## config.mk

```make
export PLATFORM = sky130hd
export DESIGN_NAME = acia_tx_fifo_flat
export DESIGN_NICKNAME = d
export VERILOG_FILES = /design/src/rtl/acia_tx_fifo_if.sv /design/src/rtl/acia_tx_fifo.sv /design/src/flat_wrapper.sv
export SDC_FILE = /design/constraint.sdc
export NUM_CORES = 1
export LEC_CHECK = 0
export BUFFER_PORTS_ARGS = -buffer_cell sky130_fd_sc_hd__buf_2
export CAP_MARGIN = 5
export CORE_MARGIN = 1.5
export CORE_UTILIZATION = 45
export CTS_CLUSTER_SIZE = 28
export DETAILED_ROUTE_END_ITERATION = 12
export GPL_TIMING_DRIVEN = 0
export PLACE_DENSITY = 0.68
export SETUP_SLACK_MARGIN = 0.2
export SYNTH_ARGS = -nofsm -noshare
export SYNTH_HDL_FRONTEND = slang
export SYNTH_SLANG_ARGS = --single-unit
```

## constraint.sdc

```tcl
create_clock -name clk -period 3.4 [get_ports clk]
set_input_delay 0.34 -clock clk [delete_from_list [all_inputs] [get_ports clk]]
set_output_delay 0.34 -clock clk [all_outputs]
set_load 0.1 [all_outputs]
```

## src/rtl/acia_tx_fifo_if.sv

```systemverilog
// Bus/transmitter-facing signal bundle for the ACIA transmit FIFO.
// master drives writes and transmitter status, slave is the FIFO.
interface acia_tx_fifo_if #(
  parameter int AW = 4
);
  logic          pclk;
  logic          wr;
  logic [7:0]    wr_dat;
  logic          flush;
  logic          ovf_clr;
  logic          tx_busy;
  logic [7:0]    tx_dat;
  logic          tx_start;
  logic          full;
  logic          empty;
  logic          tx_low;
  logic [AW:0]   count;
  logic          overflow;

  modport master (
    output pclk, wr, wr_dat, flush, ovf_clr, tx_busy,
    input  tx_dat, tx_start, full, empty, tx_low,
    input  count, overflow
  );

  modport slave (
    input  pclk, wr, wr_dat, flush, ovf_clr, tx_busy,
    output tx_dat, tx_start, full, empty, tx_low,
    output count, overflow
  );
endinterface

```

## src/rtl/acia_tx_fifo.sv

```systemverilog
// ACIA transmit FIFO: circular byte buffer with show-ahead head
// presented to the serial transmitter, plus level/overflow status.
module acia_tx_fifo #(
  parameter int AW        = 4,
  parameter int LOW_WATER = 4
) (
  input  logic            clk,
  input  logic            reset_n,
  acia_tx_fifo_if.slave   bus
);
  localparam int DEPTH = 2 ** AW;

  logic [7:0]  mem_q [DEPTH];
  logic [AW-1:0] rd_ptr_q, rd_ptr_d;
  logic [AW-1:0] wr_ptr_q, wr_ptr_d;
  logic [AW:0]   count_q, count_d;
  logic          ovf_q, ovf_d;
  logic          full, empty;
  logic          pop, accept, ovf_set;

  always_comb begin
    empty = (count_q == '0);
    full  = (count_q == (AW+1)'(DEPTH));
  end

  // flush blocks both pop and write in its cycle
  always_comb begin
    pop     = bus.pclk & ~bus.tx_busy & ~empty & ~bus.flush;
    accept  = bus.wr & (~full | pop) & ~bus.flush;
    ovf_set = bus.wr & full & ~pop & ~bus.flush;
  end

  always_comb begin
    rd_ptr_d = rd_ptr_q;
    wr_ptr_d = wr_ptr_q;
    count_d  = count_q;
    ovf_d    = ovf_q;
    if (bus.flush) begin
      rd_ptr_d = wr_ptr_q;
      count_d  = '0;
    end else begin
      if (pop)    rd_ptr_d = rd_ptr_q + AW'(1);
      if (accept) wr_ptr_d = wr_ptr_q + AW'(1);
      unique case ({accept, pop})
        2'b10:   count_d = count_q + (AW+1)'(1);
        2'b01:   count_d = count_q - (AW+1)'(1);
        default: count_d = count_q;
      endcase
    end
    if (bus.ovf_clr) ovf_d = 1'b0;
    if (ovf_set)     ovf_d = 1'b1;
  end

  always_ff @(posedge clk or negedge reset_n) begin
    if (!reset_n) begin
      rd_ptr_q <= '0;
      wr_ptr_q <= '0;
      count_q  <= '0;
      ovf_q    <= 1'b0;
    end else begin
      rd_ptr_q <= rd_ptr_d;
      wr_ptr_q <= wr_ptr_d;
      count_q  <= count_d;
      ovf_q    <= ovf_d;
    end
  end

  // storage is intentionally not reset
  always_ff @(posedge clk) begin
    if (accept) mem_q[wr_ptr_q] <= bus.wr_dat;
  end

  always_comb begin
    bus.tx_dat   = mem_q[rd_ptr_q];
    bus.tx_start = ~empty;
    bus.full     = full;
    bus.empty    = empty;
    bus.tx_low   = (count_q <= (AW+1)'(LOW_WATER));
    bus.count    = count_q;
    bus.overflow = ovf_q;
  end
endmodule

```

## src/flat_wrapper.sv

```systemverilog
// flat-port wrapper written by rule: the top's interface ports become plain ports
module acia_tx_fifo_flat 
#(
  parameter int AW        = 4,
  parameter int LOW_WATER = 4
)
  (clk, reset_n, bus_pclk, bus_wr, bus_wr_dat, bus_flush, bus_ovf_clr, bus_tx_busy, bus_tx_dat, bus_tx_start, bus_full, bus_empty, bus_tx_low, bus_count, bus_overflow);
  acia_tx_fifo_if #(.AW(AW)) bus_i ();
  input  logic clk;
  input  logic reset_n;
  input wire logic [$bits(bus_i.pclk)-1:0] bus_pclk;
  input wire logic [$bits(bus_i.wr)-1:0] bus_wr;
  input wire logic [$bits(bus_i.wr_dat)-1:0] bus_wr_dat;
  input wire logic [$bits(bus_i.flush)-1:0] bus_flush;
  input wire logic [$bits(bus_i.ovf_clr)-1:0] bus_ovf_clr;
  input wire logic [$bits(bus_i.tx_busy)-1:0] bus_tx_busy;
  output wire logic [$bits(bus_i.tx_dat)-1:0] bus_tx_dat;
  output wire logic [$bits(bus_i.tx_start)-1:0] bus_tx_start;
  output wire logic [$bits(bus_i.full)-1:0] bus_full;
  output wire logic [$bits(bus_i.empty)-1:0] bus_empty;
  output wire logic [$bits(bus_i.tx_low)-1:0] bus_tx_low;
  output wire logic [$bits(bus_i.count)-1:0] bus_count;
  output wire logic [$bits(bus_i.overflow)-1:0] bus_overflow;
  assign bus_i.pclk = bus_pclk;
  assign bus_i.wr = bus_wr;
  assign bus_i.wr_dat = bus_wr_dat;
  assign bus_i.flush = bus_flush;
  assign bus_i.ovf_clr = bus_ovf_clr;
  assign bus_i.tx_busy = bus_tx_busy;
  assign bus_tx_dat = bus_i.tx_dat;
  assign bus_tx_start = bus_i.tx_start;
  assign bus_full = bus_i.full;
  assign bus_empty = bus_i.empty;
  assign bus_tx_low = bus_i.tx_low;
  assign bus_count = bus_i.count;
  assign bus_overflow = bus_i.overflow;
  acia_tx_fifo #(.AW(AW), .LOW_WATER(LOW_WATER)) u_core (.clk(clk), .reset_n(reset_n), .bus(bus_i));
endmodule
```

After elaboration in Yosys (flattened, before gate mapping)
Memories as Yosys holds them, arrays and structs flattened. Cells that the tools add are included.

Register bits: 14. RAM bits: 128. Input port bits: 15. Output and inout port bits: 18. Logic and storage cells: 40. Memories: 1.

Add/subtract/negate cells: 4. $lt $le $gt $ge: 1. Equality and inequality tests: 3. Mux-type cells: 8. Bitwise operators: 14. Reductions and logical operators: 5.

Memory list: u_core.mem_q (depth 16, bits a word 8, read ports 1, clocked after memory_dff 0, write ports 1, RTL line acia_tx_fifo.sv:13) `logic [7:0] mem_q [DEPTH];`.

Operators with widths (count): $pmux W5 S2 (1); $add A4 B1 Y4 const B (2); $and A1 B1 Y1 (8); $mux W4 (2); $add A5 B1 Y5 const B (1); $eq A5 B5 Y1 const B (1); $le A5 B3 Y1 const B (1); $logic_not A5 Y1 (1); $mux W5 (1); $not A1 Y1 (5); $sub A5 B1 Y5 const B (1); $mux W1 (4); $reduce_bool A2 Y1 (2); $reduce_bool A3 Y1 (1); $eq A2 B1 Y1 const B (1); $eq A2 B2 Y1 const B (1); $reduce_and A2 Y1 (1); $or A1 B1 Y1 (1).

Longest topological paths before layout
Depth after elaboration: 10. Gate-level depth with buffers: 12. Mapped depth without buffers: 11.

Worst setup path before layout
Ideal clock, no wire load.

Kind: register to register. Start point: register u_core.count_q[4] (netlist: u_core.bus.count[4]). End point: register u_core.count_q[4] (netlist: u_core.bus.count[4]). Library setup time: 0.078 ns. Arrival: 3.560 ns. Data required time: 3.322 ns. Setup slack: -0.239 ns. Cell stages (with the launch flop): 13. Path buffers: 2. Period minus slack after synthesis: 3.639 ns. Cells stage by stage: dfrtp_1 clkbuf_1 nand2b_1 buf_2 nand2_1 or3_1 inv_1 ha_1 nand2b_1 a21oi_1 or4_1 a21o_1 a21oi_1.

Longest elaborated chain between the ends: 10. Elaborated cells between the ends (all ways): 16. Classes of those cells: add/sub (2); eq/ne (3); mux (2); bitwise (7); reduce/logical (2).

RTL lines: start, declared (RTL line acia_tx_fifo.sv:16) `logic [AW:0] count_q, count_d;`; start signal, assigned (RTL line acia_tx_fifo.sv:63) `count_q <= count_d;`; $logic_not A5 Y1 (*) (RTL line acia_tx_fifo.sv:22) `empty = (count_q == '0);`; $not A1 Y1 (*); named net bus_tx_start (RTL line flat_wrapper.sv:18) `output wire logic [$bits(bus_i.tx_start)-1:0] bus_tx_start;`; $and A1 B1 Y1 (*) (2 in series) (RTL line acia_tx_fifo.sv:28) `pop = bus.pclk & ~bus.tx_busy & ~empty & ~bus.flush;`; $or A1 B1 Y1 (RTL line acia_tx_fifo.sv:29) `accept = bus.wr & (~full | pop) & ~bus.flush;`; $and A1 B1 Y1 (2 in series) (RTL line acia_tx_fifo.sv:29); $eq A2 B1 Y1 / $eq A2 B2 Y1 (equally long branches) (RTL line acia_tx_fifo.sv:44) `unique case ({accept, pop})`; $pmux W5 S2 (RTL line acia_tx_fifo.sv:44); $mux W5 (RTL line acia_tx_fifo.sv:38) `if (bus.flush) begin`.

Mark *: on every way through the listed nets, which the timed path passes. The rest lies on a longest branch. A chain may end at the register's enable or synchronous reset.

Worst setup path in the final report
Start point: register u_core.rd_ptr_q[0]. End point: output port bus_tx_dat[2].

Longest elaborated chain between the ends: 1.

RTL lines: start, declared (RTL line acia_tx_fifo.sv:14) `logic [AW-1:0] rd_ptr_q, rd_ptr_d;`; start signal, assigned (RTL line acia_tx_fifo.sv:61) `rd_ptr_q <= rd_ptr_d;`; $mem_v2 Z16 W8; end, declared (RTL line flat_wrapper.sv:17) `output wire logic [$bits(bus_i.tx_dat)-1:0] bus_tx_dat;`.

No other way between the ends.

==> impl_metrics.yaml <==
sta:
  fmaxAchievable_ghz: 0.326
  finalSetupTns_ns: 0
  worst_pin_slew_ns: 0.586
  layout_min_cycle_time_ns: 3.07
  grt_setup_unrepaired: "false"
  hold_viol_final: 0
  drv_slew: 0
  skew_ns: 0.00557
  report.final.setup_viol: 0
  slew_headroom_pct: 60.9
  fin_crit_sh_pct: 90.2
global_routing:
  grtUsageTotal_pct: 18.7
  antenna_found_initial: 0
  grt_max_degree: 17
  overflow: 0
  first_global_vias: 3248
  grt_pass1_wl_um: 18900
worst_setup_path:
  setup.worst_path.end_class: "primary output"
  crit_path_top_delay_cell: "buf_2"
  timing.rr.start: "u_core.bus.count[4]$_DFFE_PN0P_"
  path_cells: "clkbuf_1, buf_4, clkbuf_4, mux2i_1, a21oi_1, o21ai_0, nand2_1, buf_2"
  cp.required_ns: 3.06
  cpPeakStageDelay_ns: 0.43
  r2r_cells: 11
  cpLargestDelayFamily: "buffers and inverters"
  r2r-end: "u_core.bus.count[4]$_DFFE_PN0P_"
  arrival_ns: 2.73
  worst-path-buf-inv: 4
  worstPathMaxFanout: 10
  cp-start-kind: "flop"
  rrSetupSlack_ns: 0.52
  crit_type: "reg2out"
cts:
  post_cts_buffers: 0
  cts_made_buffers: 17
  clk_pin_slew_ns: 0.05
  cts_tree: "built"
  htree_levels: 4
  cts_sinks: 142
  clk_latency_ns: 0.41
  cts_buffer_depth: 2
  cts_root_buffer: "clkbuf_16"
place:
  dp.final_hpwl_um: 7960
  port_buffers: 32
  gp_congestion: 0.781
synthesis:
  synth_nets: 380
  synth.area.top_cells: "edfxtp_1, mux4_2, dfrtp_1"
  synth_seq_cells: 142
  avgSynthCellArea_um2: 16.7
  ys.flop_type: "edfxtp_1"
  syn_inst: 356
  yosysTopAreaCell: "edfxtp_1"
  synth_area_mm2: 0.00595
  synth.distinct_cells: 39
  synth_top_area_share_pct: 64.6
  synth_edf_count: 128
  yosys_warnings: 0
  ys_seq_area_share_pct: 70.5
  synth_async_sr_flop_share_pct: 9.86
routing:
  viasPerCell: 5.54
  drt_iter0_markers: 374
  wire_per_inst_um: 20.6
  vias: 3287
  finalWirelength_um: 12200
  drcViolationCount: 0
  ant_nets: 0
  drt-pass1-iter-count: 6
power:
  p_leak_nw: 2.45
  power_density_mw_per_mm2: 967
  ir_drop_v: 0.000395
  total_power_w: 0.00670
layout:
  utilization_pct: 54.3
  syn2layout_area_growth_pct: 16.5
  drive_above_1_share_pct: 23.5
  antenna_cells: 0
  fillers: 991
  fin_nets: 432
die:
  die_area_mm2: 0.0139
  dieHeight_um: 118
  core-area_mm2: 0.0128
  start_util_pct: 46.6
  io-pin-count: 33
  die_width_um: 118
  num_rows: 41
flow_run:
  drv_cap: 0
min_path:
  min_from: "bus_ovf_clr"
  hold-path-cell-count: 2
  holdCritPathClass: "in2reg"
  min_to: "u_core.bus.overflow$_DFFE_PN0P_"
status:
  outcome: "completed"
[stage by stage]
step,worst slack (ns),cell area [µm²],std cells,hold slack (ns)
2_1_floorplan,0.211,5960,356,0.0444
6_report,0.332,6930,593,0.120
3_5_place_dp,0.420,6340,560,0.263
3_3_place_gp,0.450,6340,560,0.255
5_1_grt,0.203,6930,593,0.109
4_1_cts,0.217,6920,593,0.108
[timing repair]
action                                  CTS  global route
hold buffers                              1             0
endpoints found under the hold margin    14             0
resized for setup                         6             7
endpoints found under the setup margin    8             8
[cell usage after synthesis, types with 4 or more instances]
library cell,number
a21oi_1,11
a221oi_1,8
a22oi_1,8
and2_1,18
buf_2,6
clkbuf_1,10
dfrtp_1,14
edfxtp_1,128
ha_1,8
inv_1,7
mux2_1,4
mux2_2,8
mux2i_1,26
mux4_2,16
nand2_1,20
nand2b_1,4
nor2_1,9
o21ai_0,16
o21ai_1,6
xor2_1,5
[power by group]
| part | switching [W] | internal [W] | leakage, nW |
|---|---|---|---|
| Sequential | 0.000106 | 0.00205 | 1.32 |
| Combinational | 0.00203 | 0.000770 | 0.850 |
| Clock | 0.000672 | 0.00107 | 0.271 |
| Total | 0.00281 | 0.00389 | 2.45 |
[sequential cells by signal, summed over array words and instances (netlist names)]
name,count
u_core.mem_q,128
u_core.bus.count,5
u_core.wr_ptr_q,4
u_core.rd_ptr_q,4
u_core.bus.overflow,1
[worst max path at each step]
stage	start	slack, ns	to	cells after the start
after global routing	u_core.rd_ptr_q[0]$_DFFE_PN0P_	0.20	bus_tx_dat[2]	8
after CTS	u_core.rd_ptr_q[0]$_DFFE_PN0P_	0.22	bus_tx_dat[4]	8
after detailed placement	u_core.rd_ptr_q[0]$_DFFE_PN0P_	0.42	bus_tx_dat[4]	8
final	u_core.rd_ptr_q[0]$_DFFE_PN0P_	0.33	bus_tx_dat[2]	8
after floorplan	u_core.bus.count[4]$_DFFE_PN0P_	0.21	u_core.bus.count[4]$_DFFE_PN0P_	12
after global placement	u_core.rd_ptr_q[0]$_DFFE_PN0P_	0.45	bus_tx_dat[4]	8
[layout by cell type, fill, tap and decap left out, drive strengths merged, types with 2 or more instances in the layout]
cell type,n
nand4,2
nand2b,4
and2,18
dfrtp,14
clkbuf,35
nor2,9
mux2,12
a22oi,8
inv,8
ha,8
a21o,2
bufinv,2
a21oi,11
mux4,16
xnor2,3
xor2,5
edfxtp,128
a221oi,9
nor2b,2
mux2i,26
clkinv,8
nand2,20
buf,34
o21ai,22
[metal layers]
| layer | wire length, µm | track usage (%) | share of wire (%) |
|---|---|---|---|
| met1 | 5130 | 25.1 | 42 |
| met2 | 6220 | 29.9 | 51 |
| met3 | 720 | 4.55 | 5.9 |
| met4 | 158 | 6.63 | 1.3 |
| met5 | 0 | 0 | 0 |
[area by class of cell]
type	count	area, µm²	area share, %
repair buffers	33	188	2.71
multi-input cells	190	1660	24.0
well taps	172	215	3.11
inverters	7	26.3	0.379
plain buffers	17	83.8	1.21
flip-flops and latches	142	4200	60.6
clock inverters	12	120	1.73
clock buffers	20	437	6.30
[kinds of logic (layout without fill, tap and decap cells)]
group	Yosys count	in the layout	synth area share, %
simple gates	62	62	5.55
buf+inv	24	89	1.64
mux	54	54	12.7
xor+xnor	8	8	1.18
fa+ha+maj	9	9	2.02
compound gates	57	57	6.38
flops	142	142	70.5
No activity file was read; power rests on OpenSTA's default activity.
